==> src/rtl/ps2_kbd_tx.sv <==
// Device-side PS/2 transmitter: serialises scancode bytes into 11-bit frames on ps2_clk/ps2_data.
// Optional build macro PS2_TX_ERRINJ_EN adds err_inj to force a parity error on a chosen frame.
module ps2_kbd_tx #(
   parameter int HALF_PERIOD = 8,
   parameter int IDLE_GAP    = 16
) (
   input  logic       clk,
   input  logic       reset,
   input  logic [7:0] tx_data,
   input  logic       tx_valid,
`ifdef PS2_TX_ERRINJ_EN
   input  logic       err_inj,
`endif
   output logic       tx_ready,
   output logic       ps2_clk,
   output logic       ps2_data,
   output logic       busy
);

   localparam int PW = $clog2(HALF_PERIOD) + 1;
   localparam int GW = $clog2(IDLE_GAP) + 1;
   localparam logic [PW-1:0] PH_LOAD  = PW'(HALF_PERIOD - 1);
   localparam logic [GW-1:0] GAP_LOAD = GW'(IDLE_GAP - 1);
   localparam logic [3:0]    LAST_BIT = 4'd10;

   typedef enum logic [1:0] {
      S_IDLE,
      S_HIGH,
      S_LOW,
      S_GAP
   } state_t;

   state_t          state_q, state_d;
   logic [PW-1:0]   phase_q, phase_d;
   logic [GW-1:0]   gap_q, gap_d;
   logic [3:0]      bit_idx_q, bit_idx_d;
   logic [10:0]     shift_q, shift_d;
   logic            tx_ready_q, tx_ready_d;
   logic            busy_q, busy_d;
   logic            ps2_clk_q, ps2_clk_d;
   logic            ps2_data_q, ps2_data_d;

   logic            accept;
   logic            phase_done;
   logic            gap_done;
   logic            parity;

   assign accept     = tx_valid && tx_ready_q;
   assign phase_done = (phase_q == '0);
   assign gap_done   = (gap_q == '0);

`ifdef PS2_TX_ERRINJ_EN
   assign parity = ~(^tx_data) ^ err_inj;
`else
   assign parity = ~(^tx_data);
`endif

   // State register
   always_ff @(posedge clk or posedge reset) begin
      if (reset) begin
         state_q <= S_IDLE;
      end else begin
         state_q <= state_d;
      end
   end

   // Next-state logic
   always_comb begin
      state_d = state_q;
      unique case (state_q)
         S_IDLE: if (accept)     state_d = S_HIGH;
         S_HIGH: if (phase_done) state_d = S_LOW;
         S_LOW: begin
            if (phase_done) state_d = (bit_idx_q == LAST_BIT) ? S_GAP : S_HIGH;
         end
         S_GAP:  if (gap_done)   state_d = S_IDLE;
         default: state_d = S_IDLE;
      endcase
   end

   // Counters and frame shift register; the phase counter reloads on every state change
   always_comb begin
      phase_d   = phase_q;
      gap_d     = gap_q;
      bit_idx_d = bit_idx_q;
      shift_d   = shift_q;

      if (state_d != state_q) begin
         phase_d = PH_LOAD;
      end else if ((state_q == S_HIGH) || (state_q == S_LOW)) begin
         phase_d = phase_q - 1'b1;
      end

      if ((state_d == S_GAP) && (state_q != S_GAP)) begin
         gap_d = GAP_LOAD;
      end else if ((state_q == S_GAP) && !gap_done) begin
         gap_d = gap_q - 1'b1;
      end

      if (accept) begin
         shift_d   = {1'b1, parity, tx_data, 1'b0};
         bit_idx_d = '0;
      end else if ((state_q == S_LOW) && phase_done && (bit_idx_q != LAST_BIT)) begin
         bit_idx_d = bit_idx_q + 1'b1;
      end
   end

   // Outputs are decoded from the next state so the registered lines line up with the state
   always_comb begin
      tx_ready_d = (state_d == S_IDLE);
      busy_d     = (state_d != S_IDLE);
      ps2_clk_d  = (state_d != S_LOW);
      ps2_data_d = 1'b1;
      if ((state_d == S_HIGH) || (state_d == S_LOW)) begin
         ps2_data_d = shift_d[bit_idx_d];
      end
   end

   always_ff @(posedge clk or posedge reset) begin
      if (reset) begin
         phase_q    <= '0;
         gap_q      <= '0;
         bit_idx_q  <= '0;
         shift_q    <= '0;
         tx_ready_q <= 1'b0;
         busy_q     <= 1'b0;
         ps2_clk_q  <= 1'b1;
         ps2_data_q <= 1'b1;
      end else begin
         phase_q    <= phase_d;
         gap_q      <= gap_d;
         bit_idx_q  <= bit_idx_d;
         shift_q    <= shift_d;
         tx_ready_q <= tx_ready_d;
         busy_q     <= busy_d;
         ps2_clk_q  <= ps2_clk_d;
         ps2_data_q <= ps2_data_d;
      end
   end

   assign tx_ready = tx_ready_q;
   assign busy     = busy_q;
   assign ps2_clk  = ps2_clk_q;
   assign ps2_data = ps2_data_q;

endmodule

==> config.mk <==
export PLATFORM = sky130hd
export DESIGN_NAME = ps2_kbd_tx
export DESIGN_NICKNAME = d
export VERILOG_FILES = /design/src/rtl/ps2_kbd_tx.sv
export SDC_FILE = /design/constraint.sdc
export NUM_CORES = 1
export LEC_CHECK = 0
export ABC_AREA = 1
export CORE_UTILIZATION = 62
export DETAILED_ROUTE_END_ITERATION = 6
export PLACE_DENSITY = 0.84
export SYNTH_ARGS = -nofsm -noshare
export SYNTH_HDL_FRONTEND = slang
export SYNTH_SLANG_ARGS = --single-unit
==> constraint.sdc <==
create_clock -name clk -period 5.2 [get_ports clk]
set_input_delay 0.52 -clock clk [delete_from_list [all_inputs] [get_ports clk]]
set_output_delay 0.52 -clock clk [all_outputs]
set_load 0.01 [all_outputs]
==> impl_metrics.env <==
export IMPL_vias=1501
export IMPL_antenna_found_initial=0
export IMPL_numCtsBuffers=5
export IMPL_drt_iter0_drc=51
export IMPL_final_common_cell="nand2_1"
export IMPL_max_cap_viol_count=0
export IMPL_setup_tns_ns=0
export IMPL_path_clk_slew_ns=0.10
export IMPL_synth_fp_nets=265
export IMPL_nNetsFinal=284
export IMPL_clockBufferDepth=2
export IMPL_cts_root_buf="clkbuf_4"
export IMPL_tightest_slew_ns=1.096
export IMPL_first_pass_iters=6
export IMPL_hold_viol=0
export IMPL_grt_pass1_vias=1380
export IMPL_drt_total_wl_um=3361
export IMPL_post_route_period_util=0.4469
export IMPL_slew_headroom=0.2686
export IMPL_p_leak_uw=0.001211
export IMPL_cts_tree="yes"
export IMPL_cts_sinks=30
export IMPL_cp_start_kind="input pin"
export IMPL_ant_nets=0
export IMPL_core_area_um2=2829
export IMPL_fp_dieW_um=57.53
export IMPL_critPathRequiredTime_ns=5.49
export IMPL_rsz0062_at_grt="no"
export IMPL_placed_cell_area_um2=2082
export IMPL_n_fill_cell=221
export IMPL_yosys_area_top_type="dfrtp_1"
export IMPL_synth_top_area_frac=0.3665
export IMPL_crit_fanout=22
export IMPL_place_hpwl_um=2615
export IMPL_ioPinCount=15
export IMPL_final_cell_area_um2=2146
export IMPL_irDropWorstVdd_mv=0.1854
export IMPL_drv_slew=0
export IMPL_h_tree_depth=2
export IMPL_critical_path_class="input pin to flip-flop"
export IMPL_layout_common_cells="nand2_1, inv_1, dfrtp_1"
export IMPL_die_area_um2=3310
export IMPL_fmax_mhz=430.3
export IMPL_clk_latency_ns=0.34
export IMPL_drive_gt1_frac=0.1597
export IMPL_syn_inst=243
export IMPL_grt_overflow=0
export IMPL_skew_ns=0.01065
export IMPL_grt_first_pass_wirelength_um=5968
export IMPL_cp_arrival_ns=2.61
export IMPL_n_antenna_cell=0
export IMPL_portBuffers=14
export IMPL_rows=19
export IMPL_wl_per_cell_um=11.43
export IMPL_ys_types=32
export IMPL_setup_violations=0
export IMPL_endpoint_kind="flip-flop"
export IMPL_violations="design-rule violations"
export IMPL_initial_core_util=0.6758
export IMPL_status="finished with violations"
export IMPL_grt_max_degree=31
export IMPL_synthesis_area_um2=1912
export IMPL_via_per_inst=5.105
export IMPL_min_period_ns=2.324
export IMPL_ctsHoldBuffers=0
export IMPL_avgSynthCellArea_um2=7.868
export IMPL_gp_congestion=0.8240
export IMPL_powerDensity_nw_per_um2=190.7
export IMPL_drc=1
export IMPL_postCtsSetupBuffers=0
export IMPL_synth_seq_cells=30
export IMPL_ys_warn_count=0
export IMPL_synth_top_cells_by_area="dfrtp_1, nand2_1, inv_1, ha_1, nand3_1"
export IMPL_worst_hold_path_type="flip-flop to flip-flop"
export IMPL_seq_area_frac_synth=0.3940
export IMPL_fp_dieH_um=57.53
export IMPL_cts_resized=0
export IMPL_min_path_cells=1
export IMPL_grt_use_total=0.2450
export IMPL_areaGrowthSynthToFinish_pct=12.24
export IMPL_worst_r2r_path_depth=9
[metrics by stage]
stage               setup WS [ns]  std cells  total power (µW)    util  hold slack, ns
floorplan                   3.410        243             252.0       -          0.4263
global placement            2.607        286             263.9  0.7360          0.4467
detailed placement          2.509        286             264.9  0.7360          0.4420
CTS                         2.873        294             413.9  0.7585          0.4767
global route                2.661        294             428.2  0.7585          0.4811
finish                      2.876        294             409.1  0.7585          0.4785
[synth_stat cells (all sizes together)]
cell type	n
xnor2	2
nand3	25
clkbuf	1
buf	1
dfstp	2
or2	5
inv	51
xor2	5
nor3	4
o21ai	14
nand2	68
nor2	12
o211ai	1
ha	11
nand3b	2
a21oi	5
nand4	6
dfrtp	28
[cell type report]
cell class                      instances  area (µm²)  area share
Timing Repair Buffer                   14       140.1     0.06531
Inverter                               51       191.4     0.08921
Clock buffer                            6       51.30     0.02391
Tap cell                               31       38.79     0.01808
Sequential cell                        30       753.2      0.3510
Multi-Input combinational cell        160       958.4      0.4466
Clock inverter                          2       12.51    0.005831
[routing by layer]
metal  part of all wire  GRT usage  vias up
met5                  0          0        -
met3              0.030    0.06122        6
met1               0.48     0.3259      677
met2               0.47     0.3870       23
met4              0.017    0.09408        0
li1                   -          -      795
[path summary, 6_finish.rpt]
kind / to / startpoint / slack [ns]
worst min register to register: shift_q[10] / shift_q[10] / 0.48
max in group asynchronous: phase_q[2] / reset / 3.79
worst max register to register: ps2_data / tx_ready / 3.10
worst min-delay path: shift_q[10] / shift_q[10] / 0.48
worst max-delay path: ps2_data / tx_valid / 2.88
min in group asynchronous: shift_q[9] / reset / 0.75
[flip-flops by register name, summed over array words and instances (netlist names), 2 cells and up]
| name | count |
|---|---|
| state_q | 2 |
| gap_q | 5 |
| bit_idx_q | 4 |
| shift_q | 11 |
| phase_q | 4 |
[critical path, stage by stage]
cell and delay (ns):
clkdlybuf4s50_1 0.41, nand2_1 0.54, inv_1 0.31, or2_2 0.34
o21ai_0 0.11, nand2_1 0.10, nand3_1 0.08, nand3_1 0.06
nand3_1 0.08, nand2_1 0.05
[where the power goes]
group / internal (µW) / total (µW) / switching, µW
Sequential: 233 / 233 / 0
Clock: 64.9 / 149 / 84.2
Combinational: 11.4 / 26.8 / 15.4
[cell families (layout without fill, tap and decap cells)]
kind of cell    count (synthesis)  in the layout  share of synthesized area
xor+xnor                        7              7                    0.03207
fa+ha+maj                      11             11                    0.07199
simple gates                  122            122                     0.3298
compound gates                 20             20                    0.06741
flops                          30             30                     0.3940
buf+inv                        53             73                     0.1047
(Power assumes the default switching activity.)
